## src/rtl/job_launcher.sv

```systemverilog
// Start/done worker requester: launches a batch of jobs and streams tagged results.
// Optional per-job WAIT timeout is enabled with `define JOB_LAUNCHER_TIMEOUT_EN.
module job_launcher #(
  parameter int JOB_W       = 8,
  parameter int TIMEOUT_CYC = 65536
) (
  input  logic             clk_in,
  input  logic             reset_n_in,
  input  logic             go_in,
  input  logic [JOB_W-1:0] num_jobs_in,
  input  logic             done_in,
  input  logic [11:0]      pixel_in,
  output logic             start_out,
  output logic             result_valid_out,
  input  logic             result_ready_in,
  output logic [11:0]      result_pixel_out,
  output logic [JOB_W-1:0] result_idx_out,
  output logic             busy_out,
  output logic             batch_done_out,
  output logic             timeout_out
);

  typedef enum logic [2:0] {
    S_IDLE,
    S_LAUNCH,
    S_WAIT,
    S_PRESENT,
    S_FINISH
  } state_t;

  state_t           state;
  logic [JOB_W-1:0] num_q;
  logic [JOB_W-1:0] idx_q;

`ifdef JOB_LAUNCHER_TIMEOUT_EN
  localparam int CW = $clog2(TIMEOUT_CYC + 1);
  logic [CW-1:0] wait_cnt;
  logic          tmo_hit;
  assign tmo_hit = (wait_cnt == CW'(TIMEOUT_CYC - 1));
`else
  logic unused_tmo;
  assign unused_tmo = (TIMEOUT_CYC == 0);
`endif

  always_ff @(posedge clk_in or negedge reset_n_in) begin
    if (!reset_n_in) begin
      state            <= S_IDLE;
      num_q            <= '0;
      idx_q            <= '0;
      start_out        <= 1'b0;
      result_valid_out <= 1'b0;
      result_pixel_out <= '0;
      result_idx_out   <= '0;
      busy_out         <= 1'b0;
      batch_done_out   <= 1'b0;
      timeout_out      <= 1'b0;
`ifdef JOB_LAUNCHER_TIMEOUT_EN
      wait_cnt         <= '0;
`endif
    end else begin
      start_out      <= 1'b0;
      batch_done_out <= 1'b0;
      unique case (state)
        S_IDLE: begin
          if (go_in) begin
            num_q       <= num_jobs_in;
            idx_q       <= '0;
            timeout_out <= 1'b0;
            busy_out    <= 1'b1;
            if (num_jobs_in == '0) begin
              state          <= S_FINISH;
              batch_done_out <= 1'b1;
            end else begin
              state     <= S_LAUNCH;
              start_out <= 1'b1;
            end
          end
        end
        S_LAUNCH: begin
          // done_in here is still the previous job's level
          state <= S_WAIT;
`ifdef JOB_LAUNCHER_TIMEOUT_EN
          wait_cnt <= '0;
`endif
        end
        S_WAIT: begin
          if (done_in) begin
            result_pixel_out <= pixel_in;
            result_idx_out   <= idx_q;
            result_valid_out <= 1'b1;
            state            <= S_PRESENT;
          end
`ifdef JOB_LAUNCHER_TIMEOUT_EN
          else if (tmo_hit) begin
            result_pixel_out <= 12'h000;
            result_idx_out   <= idx_q;
            result_valid_out <= 1'b1;
            timeout_out      <= 1'b1;
            state            <= S_PRESENT;
          end else begin
            wait_cnt <= wait_cnt + CW'(1);
          end
`endif
        end
        S_PRESENT: begin
          if (result_ready_in) begin
            result_valid_out <= 1'b0;
            if (idx_q == num_q - JOB_W'(1)) begin
              state          <= S_FINISH;
              batch_done_out <= 1'b1;
            end else begin
              idx_q     <= idx_q + JOB_W'(1);
              state     <= S_LAUNCH;
              start_out <= 1'b1;
            end
          end
        end
        S_FINISH: begin
          busy_out <= 1'b0;
          state    <= S_IDLE;
        end
        default: state <= S_IDLE;
      endcase
    end
  end

endmodule
```

## config.mk

```make
export PLATFORM = sky130hd
export DESIGN_NAME = job_launcher
export DESIGN_NICKNAME = d
export VERILOG_FILES = /design/src/rtl/job_launcher.sv
export SDC_FILE = /design/constraint.sdc
export NUM_CORES = 1
export LEC_CHECK = 0
export CAP_MARGIN = 10
export CORE_MARGIN = 3
export CORE_UTILIZATION = 45
export CTS_CLUSTER_DIAMETER = 30
export DETAILED_ROUTE_END_ITERATION = 10
export PLACE_DENSITY = 0.74
export SLEW_MARGIN = 10
export SYNTH_ARGS = -nofsm -noshare
export SYNTH_HDL_FRONTEND = slang
export SYNTH_SLANG_ARGS = --single-unit
export TNS_END_PERCENT = 1
```

## constraint.sdc

```tcl
create_clock -name clk_in -period 4.2 [get_ports clk_in]
set_clock_uncertainty 0.05 [all_clocks]
set_input_delay 0.42 -clock clk_in [delete_from_list [all_inputs] [get_ports clk_in]]
set_output_delay 0.42 -clock clk_in [all_outputs]
set_load 0.02 [all_outputs]
```

# Yosys cells after proc, flatten, opt, wreduce, memory -nomap -nowiden
# Index checks and enable logic that the tools add are counted.
# op_classes
mux,25
n_addsub,2
order_cmp,0
div,0
n_bitwise,0
n_eq_ne,9
shifts,0
reduce_logical,11
n_mul,0
# ops
cell,count
$mux 8,3
$pmux 8 s2,1
$mux 3,5
$pmux 3 s4,1
$mux 1,11
$add 8x1->8 const B,1
$eq 8x8->1,1
$logic_not 8->1,1
$ne 2x2->1 const B,4
$pmux 1 s2,4
$sub 8x1->8 const B,1
$eq 3x2->1 const B,2
$reduce_and 2->1,3
$reduce_and 3->1,2
$reduce_bool 2->1,3
$reduce_and 4->1,1
$eq 3x1->1 const B,1
$eq 3x3->1 const B,1
$logic_not 3->1,1
# word_totals
latch_bits,0
wordCells,56
register_bits,43
romBits,0
memories,0
in_bits,25
ram_bits,0
out_inout_bits,25

# Longest topological paths before layout
# depth
ltp_word,5
ltp_mapped,10
mapped_depth_nobuf,9

# Worst setup path after synthesis
# OpenSTA, ideal clock, no wires.
# synth_path
path_type,reg2reg
startpoint,reg num_q[0]
endpoint,reg state[2]
synth_period_minus_slack_ns,2.152
t_required_ns,4.039
path_stages_with_launch,10
arrival_ns,1.990
setup_time_ns,0.111
setup_slack_ns,2.048
path_buffers,0
path_cell_list,dfrtp_1 > inv_1 > ha_1 > nor3b_1 > a21oi_1 > nor4_1 > o211ai_1 > nor2_1 > nand2_1 > a2111oi_2
# synth_between
elab_chain_len,5
# synth_lines
item,line_no,text
from (decl),32,logic [JOB_W-1:0] num_q;
from (signal assigned),66,num_q <= num_jobs_in;
$sub 8x1->8,108,if (idx_q == num_q - JOB_W'(1)) begin
$eq 8x8->1,108,
$mux 3,108,
$mux 3,106,if (result_ready_in) begin
$pmux 3 s4,63,unique case (state)
to (signal assigned),71,state <= S_FINISH;
to (signal assigned),109,state <= S_FINISH;
to (signal assigned),113,state <= S_LAUNCH;
to (decl),31,state_t state;
# No other way between the ends. The select of a mux whose other input is x is not followed.
# A chain may end at the register's enable or synchronous reset.

# Final worst setup path
# layout_path
startpoint,reg num_q[0]
endpoint,reg idx_q[5]
# layout_between
elab_chain_len,4
# layout_lines
item,line_no,text
$sub 8x1->8,108,
$eq 8x8->1,108,
$ne 2x2->1 (no source line),--,
$reduce_and 4->1 (no source line),--,
to (signal assigned),112,idx_q <= idx_q + JOB_W'(1);
to (decl),33,logic [JOB_W-1:0] idx_q;
# No other way between the ends.

==> results.sh <==
export IMPL_syn_avg_cell_area_um2=10.73
export IMPL_async_flop_share_pct=100.0
export IMPL_io_buffers=48
export IMPL_worstPathArrival_ns=2.67
export IMPL_post_route_period_util_pct=59.62
export IMPL_worstPathRequired_ns=4.37
export IMPL_p_int_mw=1.101
export IMPL_synth_yosys_seq_area_share_pct=51.68
export IMPL_finalSetupTns_ns=0
export IMPL_r2r_end="idx_q[5]"
export IMPL_start_util_pct=47.17
export IMPL_drcViolationCount=0
export IMPL_grt_first_pass_wirelength_mm=6.886
export IMPL_ctsHoldBuffers=0
export IMPL_critPathLaunchType="register"
export IMPL_synthesis_area_um2=2082
export IMPL_first_pass_iters=4
export IMPL_cts_root_buf="clkbuf_8"
export IMPL_drv_slew=0
export IMPL_r2r_cells=9
export IMPL_wl_met2_mm=1.944
export IMPL_wl_met3_um=270
export IMPL_drv_cap=0
export IMPL_drtIter0Drc=95
export IMPL_swShare_pct=38.20
export IMPL_grt_max_degree=44
export IMPL_clock_power_share_pct=14.4
export IMPL_htree_num_levels=2
export IMPL_clock_latency_ns=0.29
export IMPL_power_density_nw_per_um2=672.0
export IMPL_ys_types=42
export IMPL_min_period_ns=2.504
export IMPL_overflow=0
export IMPL_die_area_um2=5479
export IMPL_rsz0062_at_grt="false"
export IMPL_drt_wirelength_per_cell_um=14.23
export IMPL_clock_tree_buffer_depth=2
export IMPL_grtUsageTotal_pct=16.32
export IMPL_holdWs_ns=0.2129
export IMPL_die_x_um=74.02
export IMPL_worstSetupEndpointType="register"
export IMPL_path_max_fanout=11
export IMPL_nets=268
export IMPL_p_sw_mw=0.6806
export IMPL_r2r_start="num_q[0]"
export IMPL_pin_count=50
export IMPL_final_common_cell="clkdlybuf4s50_1"
export IMPL_synth_flop_cell="dfrtp_1"
export IMPL_n_antenna_cell=0
export IMPL_yosysWarningCount=0
export IMPL_cts_sinks=43
export IMPL_drive_gt1_share_pct=14.88
export IMPL_drt_wl_total_mm=4.185
export IMPL_gp_congestion=0.8149
export IMPL_syn_inst=194
export IMPL_dpl_cell_area_um2=2566
export IMPL_core_um2=4414
export IMPL_cts_tree="yes"
export IMPL_setup_viol=0
export IMPL_design_area_um2=2651
export IMPL_clk_pin_slew_worst_paths_ns=0.09
export IMPL_outcome="completed"
export IMPL_fmax_ghz=0.3994
export IMPL_cts_setup_buffers=0
export IMPL_antenna_found_initial=0
export IMPL_comb_power_share_pct=45.9
export IMPL_syn2layout_area_growth_pct=27.34
export IMPL_p_leak_nw=1.136
export IMPL_layout_common_cells="clkdlybuf4s50_1, dfrtp_1, nand2_1"
export IMPL_drt_vias_per_instance=5.395
export IMPL_ir_drop_mv=0.3899
export IMPL_fillers=369
export IMPL_multi_input_area_um2=930.9
export IMPL_routed_top_layer="met4"
export IMPL_grt_pass1_vias=1538
export IMPL_slew_headroom_pct=37.92
export IMPL_rows=24
export IMPL_min_path_type="primary input to async pin"
export IMPL_ys_ff_latch=43
export IMPL_drt_met1_wl_mm=1.956
export IMPL_pwr_share_seq_pct=39.8
export IMPL_synth_edf_count=0
export IMPL_postRouteAntennaNets=0
export IMPL_worstSetupPathType="register to register"
export IMPL_regArea_um2=1076
export IMPL_die_h_um=74.02
export IMPL_worst_slack_ns=1.696
export IMPL_vias=1586
export IMPL_cts_inserted_buffers=5
export IMPL_r2r_setup_slack_ns=1.70
export IMPL_cts_resized=0
export IMPL_syn_nets=221
export IMPL_hold_viol=0
export IMPL_dp_hpwl_mm=3.066
export IMPL_worst_slew_pin_transition_ns=0.9311
export IMPL_preCtsSetupSlack_ns=1.733
worst max-delay path, cell delays in order, from the launching register on:
cell       delay, ns
dfrtp_1         0.43
inv_1           0.09
ha_1            0.20
nor3b_1         0.32
a21oi_1         0.11
nor4_1          0.36
o2111ai_1       0.22
o21ai_2         0.35
o21ai_0         0.16
a21oi_1         0.14
cell type report:
cell class / count / share of cell area, %
clock buffer: 6 / 2.737
clock inverter: 2 / 0.4719
inverter: 3 / 0.4247
tap: 52 / 2.454
multi-input combinational: 139 / 35.11
timing repair buffer: 49 / 18.22
sequential: 43 / 40.59
power by group through the flow:
stage / clock (mW) / combinational, mW / sequential, mW
after floorplan: 0 / 0.448 / 0.793
after global placement: 0 / 0.817 / 0.711
after detailed placement: 0 / 0.823 / 0.719
after CTS: 0.262 / 0.828 / 0.710
after global routing: 0.283 / 0.895 / 0.733
final: 0.256 / 0.818 / 0.708
cells in the mapped netlist (2+ instances only):
cell type  instances  share of area [%]
dfrtp_1           43                 52
nand2_1           32                5.8
mux2_2            21                 11
nor2_1            12                2.2
a21oi_1           10                2.4
o21ai_0            7                1.7
or3_1              5                1.5
nor4_1             4                1.2
xnor2_1            4                1.7
xor2_1             4                1.7
a21o_1             3                1.1
buf_4              3                1.1
buf_6              3                1.6
inv_1              3               0.54
nand3_1            3               0.72
nor3_1             3               0.72
and2_1             2               0.60
and3_1             2               0.60
clkbuf_1           2               0.36
ha_1               2                1.2
nand2b_1           2               0.60
nor3b_1            2               0.72
o211ai_1           2               0.72
o31ai_1            2               0.72
state kept, by name, indices dropped and copies added, names as in the netlist:
| register | count |
|---|---|
| batch_done_out | 1 |
| busy_out | 1 |
| idx_q | 8 |
| num_q | 8 |
| result_idx_out | 8 |
| result_pixel_out | 12 |
| result_valid_out | 1 |
| start_out | 1 |
| state | 3 |
cell families (layout without fill, tap and decap cells):
logic type	count (synthesis)	after routing	synth area share, %
XOR/XNOR	8	8	3.365
AO/OA/AOI/OAI	30	30	9.615
other	1	1	0.1801
flip-flops	43	43	51.68
adder cells (fa/ha/maj)	2	2	1.202
buffers and inverters	12	60	3.846
multiplexers	21	21	11.36
AND/OR/NAND/NOR	77	77	18.75
metrics by stage:
| stage | utilization [%] | power [mW] | cells |
|---|---|---|---|
| after detailed placement | 58.13 | 1.541 | 286 |
| after floorplan | - | 1.242 | 194 |
| final | 60.06 | 1.782 | 294 |
| after global routing | 60.06 | 1.911 | 294 |
| after CTS | 60.06 | 1.800 | 294 |
| after global placement | 58.13 | 1.528 | 286 |
routing by layer:
| metal | vias to the layer above | global-route usage (%) |
|---|---|---|
| met3 | 2 | 6.081 |
| met5 | - | 0 |
| met1 | 758 | 21.89 |
| met2 | 48 | 25.00 |
| li1 | 778 | - |
| met4 | 0 | 4.427 |
how the worst max path moves through the flow:
stage	from	endpoint	slack [ns]	cells after the start
global placement	result_ready_in	idx_q[6]	1.80	7
detailed placement	num_q[0]	idx_q[4]	1.73	9
CTS	num_q[0]	state[2]	1.71	9
floorplan	num_q[0]	state[2]	2.05	9
global route	num_q[0]	idx_q[5]	1.43	9
finish	num_q[0]	idx_q[5]	1.70	9
Note: power is estimated with default switching activity, not from simulation.
